File: src/rtl/bp_lite_to_burst_pkg.sv
// Shared BedRock definitions for the Lite-to-Burst converter.
// Header layout (MSB..LSB): {payload, addr, size, msg_type}; the packed
// struct below describes the fixed part, the payload sits above it.
package bp_lite_to_burst_pkg;

  localparam int unsigned bedrock_addr_width_gp     = 40;
  localparam int unsigned bedrock_msg_type_width_gp = 4;
  localparam int unsigned bedrock_msg_size_width_gp = 3;
  localparam int unsigned bedrock_msg_type_count_gp = 1 << bedrock_msg_type_width_gp;

  // Bit positions of the fields the converter decodes
  localparam int unsigned bedrock_msg_type_lsb_gp = 0;
  localparam int unsigned bedrock_msg_size_lsb_gp = bedrock_msg_type_width_gp;

  typedef enum logic [bedrock_msg_type_width_gp-1:0] {
    e_bedrock_mem_rd    = 4'd0,
    e_bedrock_mem_wr    = 4'd1,
    e_bedrock_mem_uc_rd = 4'd2,
    e_bedrock_mem_uc_wr = 4'd3,
    e_bedrock_mem_pre   = 4'd4,
    e_bedrock_mem_amo   = 4'd5
  } bp_bedrock_mem_type_e;

  typedef enum logic [bedrock_msg_size_width_gp-1:0] {
    e_bedrock_msg_size_1   = 3'd0,
    e_bedrock_msg_size_2   = 3'd1,
    e_bedrock_msg_size_4   = 3'd2,
    e_bedrock_msg_size_8   = 3'd3,
    e_bedrock_msg_size_16  = 3'd4,
    e_bedrock_msg_size_32  = 3'd5,
    e_bedrock_msg_size_64  = 3'd6,
    e_bedrock_msg_size_128 = 3'd7
  } bp_bedrock_msg_size_e;

  typedef struct packed {
    logic [bedrock_addr_width_gp-1:0] addr;
    bp_bedrock_msg_size_e             size;
    bp_bedrock_mem_type_e             msg_type;
  } bp_bedrock_hdr_base_s;

  localparam int unsigned bedrock_hdr_base_width_gp = $bits(bp_bedrock_hdr_base_s);

  typedef enum logic {e_ready, e_busy}  bp_piso_state_e;
  typedef enum logic {e_empty, e_full}  bp_hdr_state_e;

  // Number of burst beats for a message: zero without data, otherwise
  // at least one beat and never more than the Lite payload holds.
  function automatic int unsigned burst_beats(input logic                 has_data,
                                              input bp_bedrock_msg_size_e size,
                                              input int unsigned          beat_bytes,
                                              input int unsigned          max_beats);
    int unsigned n;
    if (!has_data) return 0;
    n = (32'd1 << size) / beat_bytes;
    if (n == 0) n = 1;
    if (n > max_beats) n = max_beats;
    return n;
  endfunction

endpackage

File: src/rtl/bp_lite_to_burst_piso.sv
// Parallel-in serial-out beat generator for the Lite-to-Burst converter.
// Loads max_els_p words at once and emits words 0..load_len in order.
// Ports:
//   clk, reset              clock, synchronous active-high reset
//   load_data/len/v/ready   parallel load (ready-valid-and), len = beats-1
//   beat/beat_v/beat_ready  serial output (ready-valid-and)
module bp_lite_to_burst_piso
  import bp_lite_to_burst_pkg::*;
  #(parameter int unsigned width_p   = 64
  , parameter int unsigned max_els_p = 8
  , localparam int unsigned len_width_lp = (max_els_p > 1) ? $clog2(max_els_p) : 1
  )
  (input  logic                           clk
  , input  logic                          reset
  , input  logic [max_els_p*width_p-1:0]  load_data
  , input  logic [len_width_lp-1:0]       load_len
  , input  logic                          load_v
  , output logic                          load_ready
  , output logic [width_p-1:0]            beat
  , output logic                          beat_v
  , input  logic                          beat_ready
  );

  bp_piso_state_e state, state_n;
  logic [len_width_lp-1:0] cnt, cnt_n, last;
  logic [max_els_p-1:0][width_p-1:0] words;

  always_ff @(posedge clk) begin
    if (reset) begin
      state <= e_ready;
      cnt   <= '0;
      last  <= '0;
      words <= '0;
    end else begin
      state <= state_n;
      cnt   <= cnt_n;
      if (load_v && load_ready) begin
        words <= load_data;
        last  <= load_len;
      end
    end
  end

  always_comb begin
    state_n    = state;
    cnt_n      = cnt;
    load_ready = (state == e_ready);
    beat_v     = (state == e_busy);
    unique case (state)
      e_ready: begin
        if (load_v) begin
          state_n = e_busy;
          cnt_n   = '0;
        end
      end
      e_busy: begin
        if (beat_ready) begin
          if (cnt == last) begin
            state_n = e_ready;
            cnt_n   = '0;
          end else begin
            cnt_n = cnt + 1'b1;
          end
        end
      end
      default: state_n = e_ready;
    endcase
  end

  assign beat = words[cnt];

endmodule

File: src/rtl/bp_lite_to_burst.sv
// Converts a single-beat BedRock Lite message into BedRock Burst form: the
// header goes out on its own channel, the data is serialized into
// out_data_width_p beats on the data channel. The two output channels are
// independent; a new message is accepted only when both are drained.
// Ports:
//   clk_i, reset_i                      clock, synchronous active-high reset
//   in_msg_i/_v_i/_ready_and_o          Lite message {header, data}
//   out_msg_header_o/_v_o/_ready_and_i  burst header
//   out_msg_data_o/_v_o/_ready_and_i    burst data beats
module bp_lite_to_burst
  import bp_lite_to_burst_pkg::*;
  #(parameter int unsigned in_data_width_p  = 512
  , parameter int unsigned out_data_width_p = 64
  , parameter int unsigned payload_width_p  = 8
  , parameter logic [bedrock_msg_type_count_gp-1:0] payload_mask_p = '0
  , localparam int unsigned burst_words_lp          = in_data_width_p / out_data_width_p
  , localparam int unsigned out_data_bytes_lp       = out_data_width_p / 8
  , localparam int unsigned out_msg_header_width_lp = payload_width_p + bedrock_hdr_base_width_gp
  , localparam int unsigned in_msg_width_lp         = out_msg_header_width_lp + in_data_width_p
  )
  (input  logic                               clk_i
  , input  logic                              reset_i
  , input  logic [in_msg_width_lp-1:0]        in_msg_i
  , input  logic                              in_msg_v_i
  , output logic                              in_msg_ready_and_o
  , output logic [out_msg_header_width_lp-1:0] out_msg_header_o
  , output logic                              out_msg_header_v_o
  , input  logic                              out_msg_header_ready_and_i
  , output logic [out_data_width_p-1:0]       out_msg_data_o
  , output logic                              out_msg_data_v_o
  , input  logic                              out_msg_data_ready_and_i
  );

  if (in_data_width_p <= out_data_width_p) begin : g_chk_ratio
    $error("in_data_width_p must exceed out_data_width_p");
  end
  if (in_data_width_p % out_data_width_p != 0) begin : g_chk_mult
    $error("in_data_width_p must be a multiple of out_data_width_p");
  end

  localparam int unsigned beat_cnt_width_lp = $clog2(burst_words_lp) + 1;
  localparam int unsigned len_width_lp      = (burst_words_lp > 1) ? $clog2(burst_words_lp) : 1;

  logic [out_msg_header_width_lp-1:0] in_header;
  logic [in_data_width_p-1:0]         in_data;
  bp_bedrock_mem_type_e               in_msg_type;
  bp_bedrock_msg_size_e               in_size;
  logic                               has_data;
  logic [beat_cnt_width_lp-1:0]       beats;
  logic [len_width_lp-1:0]            piso_len;
  logic                               in_fire;
  logic                               piso_load_ready;
  logic                               piso_beat_v;

  assign {in_header, in_data} = in_msg_i;
  assign in_msg_type = bp_bedrock_mem_type_e'(
    in_header[bedrock_msg_type_lsb_gp+:bedrock_msg_type_width_gp]);
  assign in_size     = bp_bedrock_msg_size_e'(
    in_header[bedrock_msg_size_lsb_gp+:bedrock_msg_size_width_gp]);
  assign has_data    = payload_mask_p[in_msg_type];
  assign beats       = beat_cnt_width_lp'(
    burst_beats(has_data, in_size, out_data_bytes_lp, burst_words_lp));
  assign piso_len    = len_width_lp'(beats - 1'b1);

  // Header buffer
  bp_hdr_state_e hdr_state, hdr_state_n;
  logic [out_msg_header_width_lp-1:0] hdr_r;

  always_ff @(posedge clk_i) begin
    if (reset_i) begin
      hdr_state <= e_empty;
      hdr_r     <= '0;
    end else begin
      hdr_state <= hdr_state_n;
      if (in_fire) hdr_r <= in_header;
    end
  end

  // No bypass: a full buffer blocks input, so empty and refill never coincide
  always_comb begin
    hdr_state_n = hdr_state;
    unique case (hdr_state)
      e_empty: if (in_fire) hdr_state_n = e_full;
      e_full:  if (out_msg_header_ready_and_i) hdr_state_n = e_empty;
      default: hdr_state_n = e_empty;
    endcase
  end

  // Both readiness terms are registered state, so output readies never
  // reach in_msg_ready_and_o combinationally.
  assign in_msg_ready_and_o = ~reset_i & (hdr_state == e_empty) & piso_load_ready;
  assign in_fire            = in_msg_v_i & in_msg_ready_and_o;

  assign out_msg_header_o   = hdr_r;
  assign out_msg_header_v_o = ~reset_i & (hdr_state == e_full);

  bp_lite_to_burst_piso
    #(.width_p(out_data_width_p)
    , .max_els_p(burst_words_lp)
    )
    piso
    (.clk(clk_i)
    , .reset(reset_i)
    , .load_data(in_data)
    , .load_len(piso_len)
    , .load_v(in_fire & (beats != '0))
    , .load_ready(piso_load_ready)
    , .beat(out_msg_data_o)
    , .beat_v(piso_beat_v)
    , .beat_ready(out_msg_data_ready_and_i)
    );

  assign out_msg_data_v_o = ~reset_i & piso_beat_v;

endmodule

File: config.mk
export PLATFORM = sky130hd
export DESIGN_NAME = bp_lite_to_burst
export DESIGN_NICKNAME = d
export VERILOG_FILES = /design/src/rtl/bp_lite_to_burst_pkg.sv /design/src/rtl/bp_lite_to_burst_piso.sv /design/src/rtl/bp_lite_to_burst.sv
export SDC_FILE = /design/constraint.sdc
export NUM_CORES = 1
export LEC_CHECK = 0
export ABC_AREA = 0
export BUFFER_PORTS_ARGS = -buffer_cell sky130_fd_sc_hd__buf_2
export CORE_AREA = 10 10 262 264
export CTS_CLUSTER_DIAMETER = 50
export CTS_CLUSTER_SIZE = 16
export DETAILED_ROUTE_END_ITERATION = 10
export DIE_AREA = 0 0 272 274
export SLEW_MARGIN = 10
export SYNTH_ARGS = -nofsm -noshare
export SYNTH_HDL_FRONTEND = slang
export SYNTH_HIERARCHICAL = 1
export SYNTH_SLANG_ARGS = --single-unit
File: constraint.sdc
create_clock -name clk_i -period 5 [get_ports clk_i]
set_input_delay 0.25 -clock clk_i [delete_from_list [all_inputs] [get_ports clk_i]]
set_output_delay 0.25 -clock clk_i [all_outputs]
set_load 0.005 [all_outputs]
==> impl_metrics.csv, run 1 <==
group,metric,value,unit
cells_and_area,finalInstanceArea,30730,µm²
floorplanning,floorplan.core_area,63650,µm²
run,max-cap-violations,0,
cells_and_area,flow.area_growth_from_synthesis,27.47,%
run_status,violations,"max-slew violations",
timing,finClkSkew,0.01115,ns
critical_path,path_class,"flip-flop to primary output",
placed_design,portBuffers,693,
drt,detailroute.via_count,21384,
placed_design,place_congestion,0.8269,
floorplanning,start_util,37.87,%
floorplanning,core.rowCount,93,
grt,grt_util_all_layers,21.95,%
drt,drcViolationCount,0,
synthesis,synth_top_area_share,47.75,%
synthesis,synth.ff_latch_count,575,
placed_design,placed_cell_area,27740,µm²
clock_tree,ctsLongestPathBuffers,3,
drt,drt-wirelength-per-cell,20.44,µm
grt,grt_overflow_total,0,
timing,post-route-min-period,3.279,ns
critical_path,timing.critical_path.fanout_max,57,
placed_design,hpwl,60870,µm
drt,drt-total-wl,87020,µm
floorplanning,i_o_pin_count,694,
critical_path,reg2reg_slack,2.81,ns
cells_and_area,final_core_util,48.28,%
critical_path,setup.worst_path.end_class,"primary output",
timing,worst_slew_margin_rel,-2207,%
floorplanning,die_area,74530,µm²
grt,grt_pass1_vias,21089,
critical_path,slowest_delay,0.96,ns
cells_and_area,ratio_of_cells_with_drive_above_1_in_the_final_layout,30.03,%
critical_path,critPathSlowestCell,"dfxtp_4",
floorplanning,die_h,274,µm
synthesis,post_synthesis_cell_area,24110,µm²
drt,dr.first_iter.drc_count,1741,
power_and_ir_drop,static-leakage-power,12.64,nW
clock_tree,tritoncts,"built",
worst_hold_path,hold_class,"primary input to flip-flop",
timing,finalMaxSlewViolations,1035,
synthesis,post-synth-top-count-cell,"nand2_1",
timing,endpoints_failing_hold,0,
clock_tree,numCtsBuffers,66,
clock_tree,root_buffer,"clkbuf_16",
power_and_ir_drop,max-vdd-ir-drop,324.5,µV
synthesis,number_of_distinct_library_cells_after_synthesis,28,
run_status,run_status,"complete, but fails checks",
synthesis,synth-seq-area-share,47.75,%
synthesis,yosys_most_used_dff,"dfxtp_1",
grt,wire_length_of_the_first_global_routing_pass,127500,µm
timing,max_fclk,0.3049,GHz
drt,vias_per_cell,5.023,
synthesis,synth_edf_count,0,
grt,pin_count_of_the_biggest_net_entering_global_routing,519,
critical_path,critPathArrivalTime,3.03,ns
clock_tree,postCtsResizedCells,0,
drt,detail-route-antenna-nets,0,
timing,worst-slew-pin-transition,34.60,ns
clock_tree,h-tree-depth,3,
clock_tree,worst_skew_pair.late_latency,0.60,ns
critical_path,cp-start-kind,"flip-flop",
floorplanning,die_width,272,µm
critical_path,required,4.75,ns
timing,timing.final.setup_violations,0,
timing,layout_worst_path_cycle_share,65.59,%
cells_and_area,design.final.nets,3914,
grt,grt_antenna_before_repair,35,
synthesis,cell_type_contributing_the_most_total_cell_area_after_synthesis,"dfxtp_1",
synthesis,synth_async_sr_flop_share,0,%
timing,unrepaired_setup_endpoints_after_global_routing,"false",
clock_tree,clk_transition_reported_paths,0.06,ns
timing,fin_tns_setup,0,ns
power_and_ir_drop,power.density_cell_area,386.6,nW/µm²
clock_tree,numClockSinks,575,
synthesis,post_synth_most_frequent_cells,"nand2_1, dfxtp_1, a21oi_1",
synthesis,yosys_warnings,6,
synthesis,syn_area_per_cell,8.814,µm²
synthesis,synthTopCellsByArea,"dfxtp_1, nand2_1, mux4_2, a21oi_1, mux2_2",
synthesis,post_synth_inst_count,2735,
critical_path,crit_path_cell_trace,"buf_4, mux4_2, mux2_2, buf_2",
drt,drt_pass1_iterations,5,
## worst paths after layout
path,start,to,depth (start not counted)
min reg2reg,piso/words[479]$_SDFFE_PP0P_,piso/words[479]$_SDFFE_PP0P_,2
max,piso/cnt[1]$_SDFFE_PP0P_,out_msg_data_o[14],4
max reg2reg,piso/cnt[1]$_SDFFE_PP0P_,piso/cnt[2]$_SDFFE_PP0P_,4
min,reset_i,piso/words[360]$_SDFFE_PP0P_,2
## repair_timing
item / CTS / global route
hold endpoints to repair: 58 / 0
setup buffers: 0 / 0
hold buffers: 57 / 0
## metrics by stage
step | setup WS, ns | cells | hold WS, ns | total power, mW
6_report | 1.721 | 4257 | 0.2387 | 11.88
5_1_grt | 1.525 | 4252 | 0.2599 | 12.35
4_1_cts | 1.618 | 4245 | 0.2140 | 11.75
3_5_place_dp | 2.275 | 4071 | 0.4433 | 6.493
3_3_place_gp | 2.292 | 4071 | 0.4385 | 6.482
2_1_floorplan | 3.152 | 2739 | 0.3645 | 5.861
## cells in the final DEF, fill, tap and decap left out, types with 5 or more instances in the layout
master | netlist | routed
buf_12 | 5 | 5
a21oi_1 | 515 | 515
dlygate4sd3_1 | 0 | 57
diode_2 | 0 | 12
clkinv_8 | 0 | 9
dfxtp_1 | 575 | 572
clkinvlp_4 | 0 | 5
buf_4 | 0 | 9
nand2_1 | 1031 | 1031
mux4_2 | 128 | 128
buf_2 | 72 | 692
conb_1 | 2 | 6
clkbuf_8 | 0 | 6
clkbuf_16 | 0 | 66
nand2b_1 | 111 | 111
mux2_2 | 64 | 64
mux2i_1 | 55 | 55
bufinv_16 | 0 | 9
inv_6 | 0 | 7
## routing by layer
| layer | up-vias | GRT usage [%] | part of all wire [%] |
|---|---|---|---|
| met5 | - | 0 | 0.22 |
| met4 | 30 | 5.863 | 2.0 |
| met3 | 124 | 7.239 | 8.5 |
| met2 | 732 | 36.70 | 48 |
| met1 | 10142 | 26.77 | 41 |
| li1 | 10356 | - | - |
## cell type report
type,instances,area (µm²)
Timing Repair Buffer,764,4217
Inverter,2,7.507
Sequential cell,575,11520
Clock buffer,74,1742
Fill cell,6275,32920
Tap cell,855,1070
Multi-Input combinational cell,1932,11490
Clock inverter,43,645.6
Antenna cell,12,30.03
## cell families (layout without fill, tap and decap cells)
kind of cell / count (synthesis) / count (layout) / share of synthesized area, %
and+or+nand+nor: 1153 / 1153 / 19.24
DFF: 575 / 575 / 47.75
AOI/OAI and AO/OA: 522 / 522 / 10.95
muxes: 247 / 247 / 17.23
buffers and inverters: 232 / 883 / 4.635
xor gates and xnor gates: 3 / 3 / 0.1090
other: 2 / 18 / 0.03115
adders and majority gates: 1 / 1 / 0.05190
## worst max-delay path, delay by kind of cell (launching register included)
kind	cells	cell delay, ns
buffers and inverters	2	0.68
DFF	1	0.96
muxes	2	0.68
## power breakdown
part | switching [mW] | internal, mW
logic | 0.691 | 0.950
registers | 0.166 | 4.87
clock network | 2.14 | 3.07
total | 3.00 | 8.88
## state kept, by name, indices dropped and copies added, names as in the netlist
signal / flops
out_msg_header_o: 55
piso/cnt: 3
piso/words: 512
hdr_state: 1
piso/last: 3
piso/beat_v: 1
(Power assumes the default switching activity.)
==> run 2, diff against run 1 <==
Clock period 5 ns to 2.7 ns, I/O delays scaled along.
==> run 2 against run 1 <==
Against the previous run: the run still ends with max-slew violations left; clock-buffer cell count increased by 3; global-route usage increased by 0.33 points; setup slack got worse by 1.5 ns; critical endpoint is now out_msg_data_o[17]; sequential cell count unchanged; hold slack improved by 0.032 ns; clock power increased by 84%.
==> impl_metrics.csv, run 2 (synthesis gave the netlist of run 1 again) <==
group,metric,value,unit
cells_and_area,fillers,6185,
grt,grt_antenna_before_repair,34,
grt,grt_util_all_layers,22.28,%
critical_path,critPathArrivalTime,2.39,ns
floorplanning,die_area,74530,µm²
power_and_ir_drop,clock_power_share,44.0,%
drt,drcViolationCount,0,
power_and_ir_drop,power.density_cell_area,699.5,nW/µm²
placed_design,dp_cells,4092,
timing,endpoints_failing_hold,0,
critical_path,cp_bufs_invs,2,
power_and_ir_drop,power_report.internal_total,16.18,mW
timing,finClkSkew,0.007694,ns
timing,worst_slew_margin_rel,-2189,%
cells_and_area,flow.area_growth_from_synthesis,28.83,%
grt,grt_overflow_total,0,
power_and_ir_drop,max-vdd-ir-drop,504.3,µV
drt,detail-route-antenna-nets,0,
critical_path,slowest_delay,0.59,ns
placed_design,hpwl,62760,µm
timing,worst-slew-pin-transition,34.34,ns
clock_tree,worst_skew_pair.late_latency,0.60,ns
cells_and_area,layout_commonest_cell,"nand2_1",
drt,vias_per_cell,5.047,
timing,max_fclk,0.3967,GHz
clock_tree,postCtsResizedCells,0,
critical_path,critPathSlowestCell,"dfxtp_4",
cells_and_area,final_cell_mix,"nand2_1, buf_2, dfxtp_1",
placed_design,portBuffers,693,
placed_design,place_congestion,0.8493,
timing,fin_tns_setup,0,ns
power_and_ir_drop,static-leakage-power,12.81,nW
cells_and_area,largest_register_ff_count,512,
floorplanning,die_h,274,µm
run_status,violations,"max-slew violations",
floorplanning,i_o_pin_count,694,
timing,post-route-min-period,2.521,ns
grt,pin_count_of_the_biggest_net_entering_global_routing,519,
floorplanning,die_width,272,µm
cells_and_area,ratio_of_cells_with_drive_above_1_in_the_final_layout,30.54,%
clock_tree,tritoncts,"built",
critical_path,path_class,"flip-flop to primary output",
run_status,run_status,"complete, but fails checks",
run,max-cap-violations,0,
drt,drt-wirelength-per-cell,20.56,µm
critical_path,setup.worst_path.end_class,"primary output",
grt,wire_length_of_the_first_global_routing_pass,129600,µm
worst_hold_path,hold_class,"primary input to flip-flop",
critical_path,crit_path_cell_trace,"buf_12, mux4_2, mux2_2, buf_2",
floorplanning,core.rowCount,93,
drt,met1_length,36130,µm
timing,holdWs,0.2706,ns
timing,unrepaired_setup_endpoints_after_global_routing,"false",
drt,detailed_route_wirelength_on_metal2,42380,µm
floorplanning,floorplan.core_area,63650,µm²
clock_tree,h-tree-depth,3,
clock_tree,root_buffer,"clkbuf_16",
critical_path,worst_path_dominant_cell_family,"multiplexers",
cells_and_area,largest_register,"piso/words",
critical_path,timing.critical_path.fanout_max,49,
clock_tree,ctsLongestPathBuffers,3,
floorplanning,start_util,37.87,%
cells_and_area,design.final.nets,3941,
power_and_ir_drop,switching_power,5.544,mW
power_and_ir_drop,swShare,25.52,%
clock_tree,numClockSinks,575,
cells_and_area,stdcell_count,4283,
power_and_ir_drop,comb_power_share,13.3,%
cells_and_area,final_core_util,48.79,%
drt,drt-total-wl,88080,µm
clock_tree,numCtsBuffers,66,
grt,grt_pass1_vias,21513,
worst_hold_path,min_from,"in_msg_v_i",
clock_tree,clk_transition_reported_paths,0.06,ns
critical_path,crit_path_start,"piso/cnt[1]$_SDFFE_PP0P_",
drt,detailroute.via_count,21618,
critical_path,rr_startpoint,"piso/cnt[1]$_SDFFE_PP0P_",
critical_path,cp-start-kind,"flip-flop",
drt,drt_pass1_iterations,6,
timing,layout_worst_path_cycle_share,93.35,%
drt,wl_met3,7060,µm
power_and_ir_drop,total_power,21.72,mW
timing,finalMaxSlewViolations,1035,
power_and_ir_drop,seq_power_share,42.6,%
drt,route.top_layer_used,"met5",
drt,dr.first_iter.drc_count,2027,
critical_path,required,2.57,ns
timing,timing.final.setup_violations,0,
## run 2: cell count changes in the layout (fill, tap and decap cells not counted), sizes merged
cell and change:
clkbuf +3, dlygate4sd3 +1, clkinv -3, diode -2
inv +4, buf +26, bufinv -3
## run 2: area by class of cell
cell class / instances / area (µm²) / share of cell area [%]
Antenna cell: 10 / 25.02 / 0.08058
Tap cell: 855 / 1070 / 3.445
Clock buffer: 77 / 1807 / 5.818
Sequential cell: 575 / 11520 / 37.10
Clock inverter: 41 / 548.0 / 1.765
Multi-Input combinational cell: 1932 / 11490 / 37.01
Timing Repair Buffer: 791 / 4583 / 14.76
Inverter: 2 / 7.507 / 0.02417
## run 2: through the flow
step | setup WS [ns] | cell area, µm²
floorplan | 0.9674 | 24120
global placement | 0.4784 | 28030
detailed placement | 0.4754 | 28030
CTS | 0.06072 | 31020
global route | 0.06657 | 31050
finish | 0.1794 | 31060
## run 2: power groups by stage
stage / combinational [mW] / sequential [mW] / clock [mW]
after floorplan: 1.47 / 9.38 / 0
after global placement: 2.53 / 9.50 / 0
after detailed placement: 2.56 / 9.50 / 0
after CTS: 2.64 / 9.30 / 9.74
after global routing: 3.04 / 9.29 / 10.1
final: 2.90 / 9.26 / 9.57
## run 2: worst paths after layout
check                                       to  slack (ns)  cells past startpoint
min reg2reg       piso/words[402]$_SDFFE_PP0P_        0.45                      2
max reg2reg             piso/beat_v$_SDFF_PP0_        0.96                      4
min          out_msg_header_o[41]$_SDFFE_PP0P_        0.27                      4
max                         out_msg_data_o[17]        0.18                      4
## run 2: worst reg2reg max path, cell delays in order, from the launching register on
cell and delay [ns]:
dfxtp_4 0.59, buf_4 0.31, xor2_1 0.10, nor3_1 0.44, a311oi_1 0.16
## run 2: per-layer routing
layer,up-vias,GRT usage (%)
li1,10424,-
met1,10242,27.06
met2,756,37.11
met3,164,7.248
met4,32,6.754
met5,-,0
## run 2: timing repair
item | 4_1_cts | 5_1_grt
setup endpoints to repair | 54 | 9
buffers inserted | 4 | 1
endpoints found under the hold margin | 86 | 0
hold buffers | 58 | 0
==> run 3, diff against run 2 <==
Settings changed: PLACE_DENSITY set to 0.73.
==> run 3 against run 2 <==
Against the previous run: the run still ends with max-slew violations left; die area did not move; combinational power barely moved; sequential share of layout area is 0.33 points higher; clock skew is 0.0068 ns higher; via count increased by 0.88%; clock power shrank 13%; final area decreased by 0.89%; critical path depth grew 1; critical path type unchanged.
==> impl_metrics.csv, run 3 (synthesis gave the netlist of run 1 again) <==
group,metric,value,unit
run_status,run_status,"complete, but fails checks",
run_status,violations,"max-slew violations",
floorplanning,die_area,74530,µm²
critical_path,cp-endpoint,"out_msg_data_o[46]",
timing,finalMaxSlewViolations,1035,
drt,wl_met3,7019,µm
grt,pin_count_of_the_biggest_net_entering_global_routing,519,
grt,grt_overflow_total,0,
critical_path,rr_startpoint,"piso/beat_v$_SDFF_PP0_",
clock_tree,clk_transition_reported_paths,0.07,ns
drt,detailroute.via_count,21808,
drt,drcViolationCount,0,
drt,drt-total-wl,85510,µm
grt,grt_pass1_vias,21793,
drt,vias_per_cell,5.095,
drt,detail-route-antenna-nets,0,
critical_path,r2r_cells,4,
placed_design,dp_cells,4098,
timing,timing.final.setup_violations,0,
critical_path,timing.critical_path.fanout_max,33,
critical_path,critPathArrivalTime,2.43,ns
clock_tree,h-tree-depth,2,
cells_and_area,flow.area_growth_from_synthesis,27.68,%
cells_and_area,multi_input_area,11500,µm²
power_and_ir_drop,static-leakage-power,12.69,nW
grt,grt_antenna_before_repair,39,
timing,post-route-min-period,2.562,ns
cells_and_area,largest_register,"piso/words",
cells_and_area,fillers,5954,
timing,finClkSkew,0.01452,ns
critical_path,slowest_delay,0.55,ns
cells_and_area,register_area,11520,µm²
placed_design,hpwl,61390,µm
floorplanning,start_util,37.87,%
critical_path,r2r-end,"out_msg_header_o[5]$_SDFFE_PP0P_",
critical_path,required,2.57,ns
floorplanning,core.rowCount,93,
timing,max_fclk,0.3904,GHz
critical_path,cp-start-kind,"flip-flop",
clock_tree,tritoncts,"built",
critical_path,crit_path_cell_trace,"buf_12, buf_12, mux4_2, mux2_2, buf_2",
clock_tree,ctsLongestPathBuffers,3,
critical_path,crit_path_start,"piso/cnt[0]$_SDFFE_PP0P_",
clock_tree,worst_skew_pair.late_latency,0.62,ns
critical_path,path_class,"flip-flop to primary output",
critical_path,worst_path_dominant_cell_family,"multiplexers",
floorplanning,floorplan.core_area,63650,µm²
grt,wire_length_of_the_first_global_routing_pass,126300,µm
drt,met1_length,32420,µm
cells_and_area,stdcell_count,4280,
critical_path,critPathSlowestCell,"mux4_2",
floorplanning,die_h,274,µm
timing,fin_ws,0.1383,ns
cells_and_area,final_cell_mix,"nand2_1, buf_2, dfxtp_1",
clock_tree,numCtsBuffers,59,
drt,drt-wirelength-per-cell,19.98,µm
timing,worst_slew_margin_rel,-2168,%
drt,drt_pass1_iterations,7,
clock_tree,postCtsResizedCells,0,
power_and_ir_drop,total_power,20.55,mW
critical_path,crit_path_frequent_cell,"buf_12",
timing,holdWs,0.1298,ns
cells_and_area,ratio_of_cells_with_drive_above_1_in_the_final_layout,30.43,%
worst_hold_path,hold_class,"primary input to flip-flop",
clock_tree,numClockSinks,575,
floorplanning,die_width,272,µm
timing,fin_tns_setup,0,ns
clock_tree,root_buffer,"clkbuf_16",
timing,worst-slew-pin-transition,34.02,ns
critical_path,cp_num_cells,5,
power_and_ir_drop,max-vdd-ir-drop,536.4,µV
cells_and_area,design.final.nets,3940,
drt,route.top_layer_used,"met5",
timing,unrepaired_setup_endpoints_after_global_routing,"false",
placed_design,portBuffers,693,
grt,grt_util_all_layers,21.61,%
critical_path,reg2reg_slack,0.81,ns
timing,layout_worst_path_cycle_share,94.88,%
placed_design,placement.setup.worst_slack,0.5287,ns
floorplanning,i_o_pin_count,694,
critical_path,setup.worst_path.end_class,"primary output",
drt,detailed_route_wirelength_on_metal2,41490,µm
drt,dr.first_iter.drc_count,1842,
placed_design,place_congestion,0.8713,
run,max-cap-violations,0,
worst_hold_path,min_from,"in_msg_v_i",
critical_path,cp_bufs_invs,3,
cells_and_area,layout_commonest_cell,"nand2_1",
timing,endpoints_failing_hold,0,
power_and_ir_drop,power.density_cell_area,667.6,nW/µm²
cells_and_area,largest_register_ff_count,512,
==> run 3: report_power, final <==
group / leakage [nW] / switching, mW / internal [mW]
clock network: 0.986 / 3.85 / 4.51
logic: 6.98 / 1.22 / 1.66
registers: 4.72 / 0.329 / 8.98
total: 12.7 / 5.40 / 15.1
==> run 3: metrics by stage <==
| stage | util, % | instance area [µm²] |
|---|---|---|
| final | 48.36 | 30780 |
| after global placement | 44.12 | 28080 |
| after floorplan | - | 24120 |
| after detailed placement | 44.12 | 28080 |
| after CTS | 48.31 | 30750 |
| after global routing | 48.33 | 30760 |
==> run 3: worst min-delay path by stage <==
stage                     slack [ns]                                 to  cells past startpoint
after global placement          0.40   out_msg_header_o[2]$_SDFFE_PP0P_                      3
after detailed placement        0.40  out_msg_header_o[12]$_SDFFE_PP0P_                      3
after global routing            0.10  out_msg_header_o[23]$_SDFFE_PP0P_                      3
after CTS                       0.08  out_msg_header_o[23]$_SDFFE_PP0P_                      3
after floorplan                 0.25           piso/cnt[2]$_SDFFE_PP0P_                      1
final                           0.13  out_msg_header_o[25]$_SDFFE_PP0P_                      3
==> run 3: final cells by class <==
| type | instances | area share, % |
|---|---|---|
| flip-flops and latches | 575 | 37.44 |
| multi-input cells | 1932 | 37.35 |
| repair buffers | 797 | 15.00 |
| clock buffers | 70 | 5.195 |
| well taps | 855 | 3.476 |
| clock inverters | 38 | 1.427 |
| diodes | 11 | 0.08943 |
| inverters | 2 | 0.02439 |
==> run 3: worst register-to-register path: stages (launching register included) <==
cell,delay [ns]
dfxtp_1,0.48
inv_1,0.20
and3b_4,0.52
buf_12,0.32
mux2i_1,0.29
==> run 3: what timing repair did <==
action                     4_1_cts  5_1_grt
setup endpoints to repair       52        0
hold buffers                    58        0
setup buffers                    5        0
hold endpoints to repair       104        0
==> run 3: metal layers <==
layer | global-route usage, % | vias up
met5 | 0 | -
met4 | 10.76 | 48
met3 | 6.551 | 264
met2 | 36.49 | 850
met1 | 24.60 | 10233
li1 | - | 10413
